`config.mk`:
```
export PLATFORM = sky130hd
export DESIGN_NAME = seq_pattern_tx
export DESIGN_NICKNAME = d
export VERILOG_FILES = /design/src/rtl/seq_tx_pkg.sv /design/src/rtl/seq_bit_shifter.sv /design/src/rtl/seq_pattern_tx.sv
export SDC_FILE = /design/constraint.sdc
export NUM_CORES = 1
export LEC_CHECK = 0
export CAP_MARGIN = 20
export CORE_MARGIN = 2
export CORE_UTILIZATION = 53
export CTS_CLUSTER_SIZE = 28
export DETAILED_ROUTE_END_ITERATION = 12
export PLACE_DENSITY = 0.77
export SLEW_MARGIN = 20
export SYNTH_ARGS = -nofsm -noshare
export SYNTH_HDL_FRONTEND = slang
export SYNTH_SLANG_ARGS = --single-unit
```
`constraint.sdc`:
```
create_clock -name clk -period 2.9 [get_ports clk]
set_input_delay 0.58 -clock clk [delete_from_list [all_inputs] [get_ports clk]]
set_output_delay 0.58 -clock clk [all_outputs]
set_load 0.005 [all_outputs]
```
`src/rtl/seq_tx_pkg.sv`:
```
// Shared types and helpers for the serial pattern transmitter.
package seq_tx_pkg;

  typedef enum logic [1:0] {
    ST_IDLE,
    ST_SEND,
    ST_GAP,
    ST_DONE
  } tx_state_e;

  localparam logic [3:0] REP_CONTINUOUS = 4'd0;

  function automatic logic len_legal(input int unsigned len, input int unsigned max_len);
    return (len >= 1) && (len <= max_len);
  endfunction

endpackage

```
`src/rtl/seq_bit_shifter.sv`:
```
// Loadable MSB-first shift register with a down-counting bit counter.
// The MSB of the shift register is the registered serial output bit.
module seq_bit_shifter #(
  parameter int   MAX_LEN    = 16,
  parameter int   CNT_W      = 5,
  parameter logic IDLE_LEVEL = 1'b0
) (
  input  logic               clk,
  input  logic               rst_n,
  input  logic               en,
  input  logic               load,
  input  logic               reload,
  input  logic               shift,
  input  logic [MAX_LEN-1:0] pat_in,
  input  logic [CNT_W-1:0]   len_in,
  output logic               cur_bit,
  output logic               last_bit
);
  localparam logic [CNT_W-1:0] FULL = CNT_W'(MAX_LEN);

  logic [MAX_LEN-1:0] pat_q, sr;
  logic [CNT_W-1:0]   len_q, cnt;

  // Left-justify so bit len-1 of the pattern lands on the MSB.
  function automatic logic [MAX_LEN-1:0] align(input logic [MAX_LEN-1:0] p,
                                               input logic [CNT_W-1:0] l);
    return p << (FULL - l);
  endfunction

  always_ff @(posedge clk or posedge rst_n) begin
    if (rst_n) begin
      pat_q <= '0;
      len_q <= '0;
      sr    <= {MAX_LEN{IDLE_LEVEL}};
      cnt   <= '0;
    end else if (en) begin
      if (load) begin
        pat_q <= pat_in;
        len_q <= len_in;
        sr    <= align(pat_in, len_in);
        cnt   <= len_in;
      end else if (reload) begin
        sr  <= align(pat_q, len_q);
        cnt <= len_q;
      end else if (shift) begin
        sr  <= {sr[MAX_LEN-2:0], IDLE_LEVEL};
        cnt <= cnt - CNT_W'(1);
      end else begin
        // Not sending: park the line at the idle level.
        sr  <= {MAX_LEN{IDLE_LEVEL}};
        cnt <= '0;
      end
    end
  end

  assign cur_bit  = sr[MAX_LEN-1];
  assign last_bit = (cnt == CNT_W'(1));

endmodule

```
`src/rtl/seq_pattern_tx.sv`:
```
// Serial bit-pattern transmitter: repeats a latched pattern MSB-first with
// an idle gap between passes; FSM, gap/pass counters and start handshake.
module seq_pattern_tx
  import seq_tx_pkg::*;
#(
  parameter int   MAX_LEN    = 16,
  parameter int   CNT_W      = 5,
  parameter int   GAP        = 2,
  parameter logic IDLE_LEVEL = 1'b0
) (
  input  logic               clk,
  input  logic               rst_n,
  input  logic               ena,
  input  logic [MAX_LEN-1:0] pat_in,
  input  logic [CNT_W-1:0]   len_in,
  input  logic [3:0]         rep_in,
  input  logic               start_valid,
  output logic               start_ready,
  input  logic               abort,
  output logic               tx_bit,
  output logic               tx_active,
  output logic               done,
  output logic               err,
  output logic [3:0]         pass_cnt
);
  localparam int GW = (GAP > 1) ? $clog2(GAP) : 1;

  tx_state_e   state, state_d;
  logic [3:0]  rep_q, pass_d, pass_nxt;
  logic [GW-1:0] gap_cnt, gap_d;
  logic        err_d, accept, len_ok;
  logic        sh_load, sh_reload, sh_shift, last_bit;

  assign start_ready = (state == ST_IDLE) && ena && !abort;
  assign accept      = start_valid && start_ready;
  assign len_ok      = len_legal(32'(len_in), MAX_LEN);
  assign pass_nxt    = pass_cnt + 4'd1;

  always_comb begin
    state_d   = state;
    pass_d    = pass_cnt;
    gap_d     = gap_cnt;
    err_d     = err;
    sh_load   = 1'b0;
    sh_reload = 1'b0;
    sh_shift  = 1'b0;
    unique case (state)
      ST_IDLE: if (accept) begin
        pass_d = '0;
        err_d  = !len_ok;
        if (len_ok) begin
          state_d = ST_SEND;
          sh_load = 1'b1;
        end else begin
          state_d = ST_DONE;
        end
      end
      ST_SEND: begin
        if (abort) state_d = ST_IDLE;
        else if (!last_bit) sh_shift = 1'b1;
        else begin
          // Edge that ends bit 0 of a pass.
          pass_d = pass_nxt;
          if (rep_q != REP_CONTINUOUS && pass_nxt == rep_q) state_d = ST_DONE;
          else if (GAP == 0) sh_reload = 1'b1;
          else begin
            state_d = ST_GAP;
            gap_d   = '0;
          end
        end
      end
      ST_GAP: begin
        if (abort) state_d = ST_IDLE;
        else if (gap_cnt == GW'(GAP - 1)) begin
          state_d   = ST_SEND;
          sh_reload = 1'b1;
        end else gap_d = gap_cnt + GW'(1);
      end
      ST_DONE: state_d = ST_IDLE;
      default: state_d = ST_IDLE;
    endcase
  end

  always_ff @(posedge clk or posedge rst_n) begin
    if (rst_n) begin
      state    <= ST_IDLE;
      rep_q    <= '0;
      pass_cnt <= '0;
      gap_cnt  <= '0;
      err      <= 1'b0;
    end else if (ena) begin
      state    <= state_d;
      pass_cnt <= pass_d;
      gap_cnt  <= gap_d;
      err      <= err_d;
      if (accept) rep_q <= rep_in;
    end
  end

  seq_bit_shifter #(
    .MAX_LEN   (MAX_LEN),
    .CNT_W     (CNT_W),
    .IDLE_LEVEL(IDLE_LEVEL)
  ) u_shifter (
    .clk     (clk),
    .rst_n   (rst_n),
    .en      (ena),
    .load    (sh_load),
    .reload  (sh_reload),
    .shift   (sh_shift),
    .pat_in  (pat_in),
    .len_in  (len_in),
    .cur_bit (tx_bit),
    .last_bit(last_bit)
  );

  assign tx_active = (state == ST_SEND) || (state == ST_GAP);
  assign done      = (state == ST_DONE);

endmodule

```
==> impl_metrics.csv <==
group,metric,value,unit
status,status,"finished clean",
sta,post-route-period-util,94.8,%
floorplanning,die_w,93.6,um
finish,layout_commonest_cell,"nand2_1",
synth,yosys-mux-area-fraction,25.2,%
synth,async_flop_share,100,%
setup_path,cp_slowest_cell,"ha_2",
setup_path,end_kind,"register",
power_and_ir_drop,clkPwrFrac,9.5,%
setup_path,path_class,"reg -> reg",
synth,yosysWarnings,0,
setup_path,worstPathCellList,"inv_1 -> ha_2 -> buf_4 -> mux2_2 -> mux4_2 -> a221oi_1 -> o221ai_1",
clock_tree,clk_latency,310,ps
sta,relSlewSlack,45.6,%
synth,synth_edf_count,0,
clock_tree,cts_tree,"done",
floorplanning,io_pins,39,
setup_path,critPathTopFamily,"multiplexers",
clock_tree,cts-htree-levels,2,
synth,synth_xor_area_share,2.62,%
worst_hold_path,hold_depth,1,
routing,wirelength,11.3,mm
power_and_ir_drop,total_leakage_power,2.16,nW
floorplanning,die_area,0.00876,sq mm
global_routing,grtUsageTotal,27.1,%
finish,final_nets,526,
power_and_ir_drop,seqPwrFrac,29.8,%
synth,syn_nets,475,
synth,syn_area,0.00426,sq mm
power_and_ir_drop,comb_power_share,60.7,%
sta,hold_viol,0,
setup_path,r2r_start,"u_shifter.len_q[1]",
sta,fmax,0.364,GHz
synth,ys.flop_type,"dfrtp_1",
clock_tree,post_cts_buffers,0,
sta,finalSetupViolations,0,
sta,rsz0062_at_grt,"false",
setup_path,critPathBufInv,2,
power_and_ir_drop,p_sw,0.00183,W
global_routing,grt_antenna_before_repair,0,
clock_tree,cts_buffers,5,
floorplanning,core_area,0.00777,sq mm
placed_design,placed_area,0.00491,sq mm
worst_hold_path,hold_path.class,"reg -> reg",
clock_tree,clk_root_buffer_cell,"clkbuf_8",
clock_tree,clk_pin_slew,100,ps
synth,ys_ff_latch,54,
sta,min_period,2750,ps
power_and_ir_drop,p_sw_share,41.9,%
global_routing,grt_pass1_wl,18.6,mm
global_routing,grt_overflow_total,0,
finish,fin_area,0.00499,sq mm
routing,drt_iter0_markers,315,
synth,synth-simple-area-share,16.3,%
floorplanning,die_h,93.6,um
sta,worst_slew_pin_slew,804,ps
sta,skew,16.0,ps
setup_path,crit_start,"u_shifter.len_q[1]",
floorplanning,num_rows,32,
setup_path,cp.arrival,2940,ps
routing,avgRoutedWirePerCell,19.3,um
finish,layout_common_cells,"nand2_1, dfrtp_1, clkdlybuf4s50_1, buf_4, mux2i_1",
synth,synth-seq-area-share,31.8,%
global_routing,grt_pass1_vias,3794,
setup_path,ff2ff_setup_slack,150,ps
setup_path,rr_worst_depth,7,
placed_design,portBuffers,38,
floorplanning,start_util,54.8,%
setup_path,worstPathRequired,3090,ps
synth,synth_top_family_by_area,"multiplexers",
synth,synth.avg_cell_area,9.83,sq um
power_and_ir_drop,total_power,0.00436,W
power_and_ir_drop,powerDensity,874,mW/mm^2
setup_path,r2r_end,"u_shifter.sr[14]",
setup_path,cpPeakStageDelay,520,ps
setup_path,cp_num_cells,7,
power_and_ir_drop,ir_drop,666,uV
synth,synth_fa_ha_area_share,3.53,%
finish,layout-drive-gt1-share,19.4,%
job,maxCapViolCount,0,
power_and_ir_drop,p_int,0.00253,W
synth,synthCells,433,
finish,diodes,0,
clock_tree,cts.path.max_buffers,2,
routing,drt_pass1_iterations,5,
global_routing,grt_max_degree,34,
setup_path,start_kind,"register",
sta,slew_violations,0,
clock_tree,cts.sinks,54,
placed_design,hpwlAfterDp,8.75,mm
placed_design,globalplace.congestion,0.963,
synth,synth-compound-area-share,14.9,%
routing,drc_errors,0,
setup_path,endpoint,"u_shifter.sr[14]",
routing,vias_per_cell,6.30,
routing,postRouteAntennaNets,0,
routing,vias,3694,
setup_path,path_max_fanout,12,
synth,yosys.cell_types.count,61,
finish,syn2layout_area_growth,17.3,%
==> layer usage <==
layer | global-route usage [%] | vias up | part of all wire [%]
met5 | 0 | - | 0
met1 | 35.3 | 1834 | 44
met3 | 3.46 | 20 | 4.0
met2 | 47.2 | 119 | 50
met4 | 7.97 | 0 | 1.9
li1 | - | 1721 | -
==> synthesized netlist by cell type (2+ instances only) <==
library cell	instances	share of area, %
a221o_1	2	0.47
a31oi_1	4	0.59
buf_2	14	1.6
xnor2_1	5	1.0
xor2_1	5	1.0
buf_4	2	0.35
clkbuf_1	10	0.88
o211ai_1	3	0.53
inv_1	25	2.2
nor3b_1	8	1.4
nor2b_1	4	0.59
nor4_1	4	0.59
a222oi_1	3	0.71
and2_1	3	0.44
nand2b_1	2	0.29
mux2_2	18	4.8
a22o_1	2	0.41
mux2i_1	29	6.8
o2111ai_1	2	0.41
buf_6	2	0.53
a221oi_1	7	1.4
a211oi_1	3	0.53
a21oi_1	12	1.4
nand3_1	6	0.71
o221ai_1	10	2.1
ha_1	12	3.5
and4_1	3	0.62
or4_1	2	0.35
nand2_1	77	6.8
o31ai_1	2	0.35
a22oi_1	3	0.53
nor3_1	9	1.1
o2bb2ai_1	6	1.2
a21boi_0	5	0.88
dfrtp_1	54	32
mux4_2	25	13
nor2_1	9	0.79
and3b_1	3	0.62
o21ai_0	16	1.9
==> worst reg2reg max path, cell delays in order, from the launching register on <==
cell and delay [ps]:
dfrtp_1 430, inv_1 80, ha_2 520, buf_4 220, mux2_2 360, mux4_2 520
a221oi_1 360, o221ai_1 150
==> flip-flops by register name (all words and copies together) (netlist names) <==
name,count
u_shifter.pat_q,16
u_shifter.sr,16
u_shifter.cnt,5
u_shifter.len_q,5
pass_cnt,4
rep_q,4
state,2
err,1
gap_cnt,1
==> worst min path at each step <==
stage               slack, ps                  end                start
detailed placement        480  u_shifter.pat_q[15]  u_shifter.pat_q[15]
global placement          470      u_shifter.sr[1]      u_shifter.sr[1]
finish                    500      u_shifter.sr[1]      u_shifter.sr[1]
global route              530  u_shifter.pat_q[15]  u_shifter.pat_q[15]
CTS                       500  u_shifter.pat_q[15]  u_shifter.pat_q[15]
floorplan                 440  u_shifter.pat_q[15]  u_shifter.pat_q[15]
==> what timing repair did <==
action | CTS | global route
gates resized for setup | 0 | 1
hold buffers | 0 | 0
endpoints found under the setup margin | 0 | 4
==> per-stage QoR <==
stage,hold WS [ps],setup TNS [ps],utilization (%),worst slack (ps),instances
after floorplan,444,0,-,47.7,433
after CTS,498,0,64.3,47.8,586
after global placement,468,-50.3,63.2,-50.3,579
after global routing,526,0,64.3,67.5,586
after detailed placement,476,-616,63.2,-163,579
final,503,0,64.3,150,586
==> kinds of logic after synthesis <==
logic type / Yosys count
and+or+nand+nor: 141
xor gates and xnor gates: 11
AOI/OAI and AO/OA: 88
adders and majority gates: 12
buffers and inverters: 54
DFF: 54
muxes: 73
==> cell type report <==
type / instances / area, sq um
Clock buffer: 5 / 68.8
Sequential cell: 54 / 1350
Clock inverter: 2 / 15.0
Fill cell: 643 / 2770
Inverter: 26 / 98.8
Tap cell: 102 / 128
Timing Repair Buffer: 72 / 661
Multi-Input combinational cell: 325 / 2670
==> power groups by stage <==
stage                     sequential [W]  combinational (W)  clock [W]
after global placement           0.00129            0.00254          0
after detailed placement         0.00131            0.00261          0
after global routing             0.00134            0.00288   0.000457
after floorplan                  0.00121            0.00198          0
after CTS                        0.00129            0.00263   0.000422
final                            0.00130            0.00265   0.000416
Power figures use the tool's default switching activity.
